**src/rtl/if_id_queue_pkg.sv**
```systemverilog
// Shared RV32I front-end types: machine word, instruction word, fetch packet.
// Latency: n/a (types only).
// Backpressure: n/a.
package if_id_queue_pkg;

   typedef logic [31:0] rv32i_word;
   typedef logic [31:0] rv32i_inst_t;

   // Fetch packet carried from IF to ID
   typedef struct packed {
      rv32i_word   pc;
      rv32i_inst_t ir;
   } fetch_pkt_t;

   localparam int unsigned IFQ_DEPTH_DEF = 4;

endpackage

```
**src/rtl/if_id_queue_mem.sv**
```systemverilog
// DEPTH x WIDTH register array, synchronous write, asynchronous read by index.
// Latency: write visible on the read port one cycle after the write edge.
// Backpressure: none; the parent decides when a write is allowed.
module if_id_queue_mem #(
   parameter  int DEPTH = 4,
   parameter  int WIDTH = 64,
   localparam int AW    = $clog2(DEPTH)
) (
   input  logic             clk,
   input  logic             rst,
   input  logic             we,
   input  logic [AW-1:0]    waddr,
   input  logic [WIDTH-1:0] wdata,
   input  logic [AW-1:0]    raddr,
   output logic [WIDTH-1:0] rdata
);

   logic [WIDTH-1:0] r_mem [DEPTH];

   // Storage: cleared on reset, otherwise written at the tail slot on a push
   always_ff @(posedge clk) begin
      if (rst) begin
         for (int i = 0; i < DEPTH; i++) begin
            r_mem[i] <= '0;
         end
      end else if (we) begin
         r_mem[waddr] <= wdata;
      end
   end

   assign rdata = r_mem[raddr];

endmodule

```
**src/rtl/if_id_queue.sv**
```systemverilog
// Multi-entry IF/ID queue buffering {pc, ir} packets between fetch and decode.
// Latency: 1 cycle minimum (push at edge N visible after edge N), no bypass.
// Backpressure: in_ready = ~full from registered state only; flush drops all.
module if_id_queue
   import if_id_queue_pkg::*;
#(
   parameter int DEPTH      = IFQ_DEPTH_DEF,
   parameter int PC_WIDTH   = 32,
   parameter int INST_WIDTH = 32
) (
   input  logic                     clk,
   input  logic                     rst,
   input  logic                     flush,
   input  logic                     in_valid,
   output logic                     in_ready,
   input  logic [PC_WIDTH-1:0]      in_pc,
   input  logic [INST_WIDTH-1:0]    in_ir,
   output logic                     out_valid,
   input  logic                     out_ready,
   output logic [PC_WIDTH-1:0]      out_pc,
   output logic [INST_WIDTH-1:0]    out_ir,
   output logic [$clog2(DEPTH):0]   count
);

   localparam int AW = $clog2(DEPTH);
   localparam int CW = AW + 1;
   localparam int DW = PC_WIDTH + INST_WIDTH;

   logic [AW-1:0] r_head;
   logic [AW-1:0] r_tail;
   logic [CW-1:0] r_count;

   logic          w_full;
   logic          w_empty;
   logic          w_push;
   logic          w_pop;
   logic          w_we;
   logic [DW-1:0] w_rdata;

   // count alone decides full/empty so pointers can simply wrap
   assign w_full  = (r_count == CW'(DEPTH));
   assign w_empty = (r_count == '0);
   assign w_push  = in_valid  & ~w_full;
   assign w_pop   = out_ready & ~w_empty;
   // A flush or reset in the same cycle discards the incoming packet
   assign w_we    = w_push & ~flush & ~rst;

   if_id_queue_mem #(
      .DEPTH (DEPTH),
      .WIDTH (DW)
   ) u_mem (
      .clk   (clk),
      .rst   (rst),
      .we    (w_we),
      .waddr (r_tail),
      .wdata ({in_pc, in_ir}),
      .raddr (r_head),
      .rdata (w_rdata)
   );

   // Pointer and occupancy update: reset, then flush, then push/pop
   always_ff @(posedge clk) begin
      if (rst) begin
         r_head  <= '0;
         r_tail  <= '0;
         r_count <= '0;
      end else if (flush) begin
         r_head  <= '0;
         r_tail  <= '0;
         r_count <= '0;
      end else begin
         if (w_push) begin
            r_tail <= r_tail + AW'(1);
         end
         if (w_pop) begin
            r_head <= r_head + AW'(1);
         end
         case ({w_push, w_pop})
            2'b10:   r_count <= r_count + CW'(1);
            2'b01:   r_count <= r_count - CW'(1);
            default: r_count <= r_count;
         endcase
      end
   end

   assign in_ready  = ~w_full;
   assign out_valid = ~w_empty;
   assign out_pc    = w_empty ? '0 : w_rdata[DW-1:INST_WIDTH];
   assign out_ir    = w_empty ? '0 : w_rdata[INST_WIDTH-1:0];
   assign count     = r_count;

   // Occupancy and handshake sanity
   always_ff @(posedge clk) begin
      if (!rst) begin
         assert (r_count <= CW'(DEPTH));
         assert (!(w_pop && w_empty));
         assert (!(w_push && w_full));
      end
   end

endmodule
```
**config.mk**
```make
export PLATFORM = sky130hd
export DESIGN_NAME = if_id_queue
export DESIGN_NICKNAME = d
export VERILOG_FILES = /design/src/rtl/if_id_queue_pkg.sv /design/src/rtl/if_id_queue_mem.sv /design/src/rtl/if_id_queue.sv
export SDC_FILE = /design/constraint.sdc
export NUM_CORES = 1
export LEC_CHECK = 0
export CAP_MARGIN = 25
export CORE_AREA = 2 2 152 169
export DETAILED_ROUTE_END_ITERATION = 16
export DIE_AREA = 0 0 154 171
export MAX_ROUTING_LAYER = met4
export PLACE_DENSITY = 0.7
export SKIP_CTS_REPAIR_TIMING = 1
export SYNTH_ARGS = -nofsm -noshare
export SYNTH_HDL_FRONTEND = slang
export SYNTH_SLANG_ARGS = --single-unit
```
**constraint.sdc**
```tcl
create_clock -name clk -period 10.4 [get_ports clk]
set_input_delay 2.08 -clock clk [delete_from_list [all_inputs] [get_ports clk]]
set_output_delay 2.08 -clock clk [all_outputs]
set_load 0.02 [all_outputs]
```
==> impl_metrics.py <==
metrics = {
    "synth": {
        "synth_area_mm2": 0.0119,
        "synth_area_leader_cell": "edfxtp_1",
        "synth-seq-cells": 265,
        "synth_async_sr_flop_share_pct": 0,
        "avgSynthCellArea_um2": 16.0,
        "ys_top_cells_by_count": "309 x and2_1, 256 x edfxtp_1, 64 x mux4_2",
        "ys_seq_area_share_pct": 66.1,
        "yosys_warnings": 0,
        "synth_edf_count": 256,
        "ys.flop_type": "edfxtp_1",
        "synthCells": 744,
        "synth_area_leaders": "edfxtp_1 65%, and2_1 16%, mux4_2 12%",
        "yosysMostFrequentCell": "and2_1",
        "synth_top_area_share_pct": 64.6,
        "syn_nets": 815,
        "yosys.cell_types.count": 30,
    },
    "sta": {
        "finalSetupViolations": 0,
        "hold_viol": 0,
        "rsz0062_at_grt": "false",
        "skew_ps": 7.98,
        "fin_crit_sh_pct": 52.3,
        "tns_ps": 0,
        "worst_slew_pin_slew_ps": 1020,
        "clock.fmax_mhz": 184,
        "slew_headroom_pct": 32.3,
        "fin_crit_ps": 5430,
        "finalMaxSlewViolations": 0,
    },
    "critical_path": {
        "crit_path_cell_trace": "buf_4, mux4_2, and2_1, clkdlybuf4s50_1",
        "slowest_stage": "buf_4",
        "cp_slowest_stage_delay_ps": 810,
        "crit_family": "buffers and inverters",
        "end_kind": "primary output",
        "worstSetupPathType": "flop to primary output",
        "critical_path_buf_inv_count": 2,
        "cp.depth": 4,
        "cp_max_fo": 45,
        "worstRegToRegCells": 5,
        "worst_setup_path_start_kind": "flop",
        "worst-endpoint-required_ps": 8320,
        "rrSetupSlack_ps": 7550,
        "critPathArrivalTime_ps": 3350,
    },
    "clock_network": {
        "cts_root_buf": "clkbuf_16",
        "htree_levels": 1,
        "cts.sinks": 265,
        "tritoncts": "done",
        "clock_path_buffers": 3,
        "clk_pin_slew_ps": 60,
        "cts_buffers": 27,
        "clock_latency_ps": 520,
    },
    "pwr": {
        "clkPwrFrac_pct": 40.6,
        "sw_frac_of_total_pct": 20.8,
        "power.switching_uw": 493,
        "combPwrFrac_pct": 7.5,
        "internal_power_mw": 1.88,
        "p_leak_nw": 5.14,
        "ir_drop_mv": 0.100,
        "power.density_mw_per_mm2": 164,
        "power_frac_seq_pct": 52.0,
        "power_mw": 2.37,
    },
    "grt": {
        "grt_start_max_net_pins": 66,
        "grt-ovfl-total": 0,
        "grt_pass1_vias": 6627,
        "grtUsageTotal_pct": 18.8,
        "grt_pass1_wl_mm": 37.1,
        "antenna_found_initial": 0,
    },
    "final_layout": {
        "fin_area_mm2": 0.0144,
        "insertedDiodeCount": 0,
        "drive_above_1_share_pct": 15.4,
        "stdcell_count": 1205,
        "fill_cells": 1919,
        "postLayoutCoreUtil_pct": 58.2,
        "fin_nets": 941,
        "area_delta_synth_final_pct": 21.3,
    },
    "placed_design": {
        "place_area_mm2": 0.0135,
        "globalplace.congestion": 0.705,
        "dp_hpwl_mm": 13.0,
        "port_buffers": 137,
        "dp_cells": 1155,
    },
    "floorplan": {
        "placementRows": 61,
        "design.core.area_mm2": 0.0248,
        "dieArea_mm2": 0.0263,
        "ios": 138,
        "die_height_um": 171,
        "dieWidth_um": 154,
        "start_util_pct": 48.0,
    },
    "detailed_routing": {
        "vias": 6326,
        "routed_wl_mm": 23.9,
        "drc": 0,
        "routedWlPerCell_um": 19.9,
        "ant_nets": 0,
        "drtIter0Drc": 352,
        "viasPerCell": 5.25,
        "dr.pass1.iters": 4,
    },
    "min_path": {
        "holdPathStages": 2,
        "hp-class": "flop to flop",
    },
    "status": {
        "status": "finished, final reports clean",
    },
    "flow_run": {
        "drv_cap": 0,
    },
}
## power groups by stage
stage,combinational (mW),clock [mW],sequential [mW]
after floorplan,0.0919,0,1.25
after global placement,0.176,0,1.25
after detailed placement,0.179,0,1.25
after CTS,0.179,0.978,1.23
after global routing,0.191,1.02,1.24
final,0.177,0.961,1.23
## layout make-up
| class | count | area, um^2 | area share [%] |
|---|---|---|---|
| Clock buffer | 32 | 694 | 4.81 |
| Clock inverter | 17 | 185 | 1.28 |
| Inverter | 7 | 26.3 | 0.182 |
| Multi-Input combinational cell | 423 | 3780 | 26.2 |
| Sequential cell | 265 | 7880 | 54.6 |
| Tap cell | 315 | 394 | 2.73 |
| Timing Repair Buffer | 146 | 1470 | 10.2 |
## worst register-to-register path, cell delays in order, from the launching register on
cell,delay (ps)
dfxtp_1,520
nor3b_4,160
nor4_4,230
buf_4,580
or2_4,230
buf_4,730
## per-layer routing
layer,part of all wire [%],vias up,GRT usage (%),routed length (um)
li1,-,2945,-,-
met1,43,3184,25.0,10300
met2,50,168,31.1,11900
met3,5.9,29,3.47,1400
met4,1.3,0,3.49,319
met5,0,-,-,0
## final timing paths
kind                                 from            endpoint
worst min-delay path            r_head[1]           r_head[1]
worst max register to register   count[0]  u_mem.r_mem[0][53]
worst min register to register  r_head[1]           r_head[1]
worst max-delay path                 flop           out_pc[0]
## placed cells by master, fill, tap and decap left out, types with 3 or more instances in the layout
cell type,n
clkbuf_1,5
or2_4,3
xor2_1,4
clkinv_2,7
bufinv_16,4
dfxtp_1,7
or3_1,3
and2_2,11
nand2_1,3
clkinv_1,4
buf_4,7
clkdlybuf4s50_1,137
edfxtp_1,256
and2_1,309
o21ai_0,3
nor2_1,6
mux4_2,64
inv_1,7
a21oi_1,4
clkbuf_16,27
## state kept, by name, summed over array words and instances, names as in the netlist, named ones only
register     cells
u_mem.r_mem    256
count            3
r_head           2
r_tail           2
## cell families (layout without fill, tap and decap cells)
family	after synthesis	count (layout)	synth area share [%]
adders and majority gates	2	2	0.273
DFF	265	265	66.1
xor gates and xnor gates	4	4	0.294
AOI/OAI and AO/OA	10	10	0.505
muxes	64	64	12.1
buffers and inverters	56	202	2.40
and+or+nand+nor	343	343	18.3
## metrics by stage
stage	hold WS (ps)	setup slack (ps)
5_1_grt	561	4730
3_5_place_dp	513	5160
3_3_place_gp	502	5170
6_report	530	4970
4_1_cts	532	4840
2_1_floorplan	485	1050
Power figures use the tool's default switching activity.
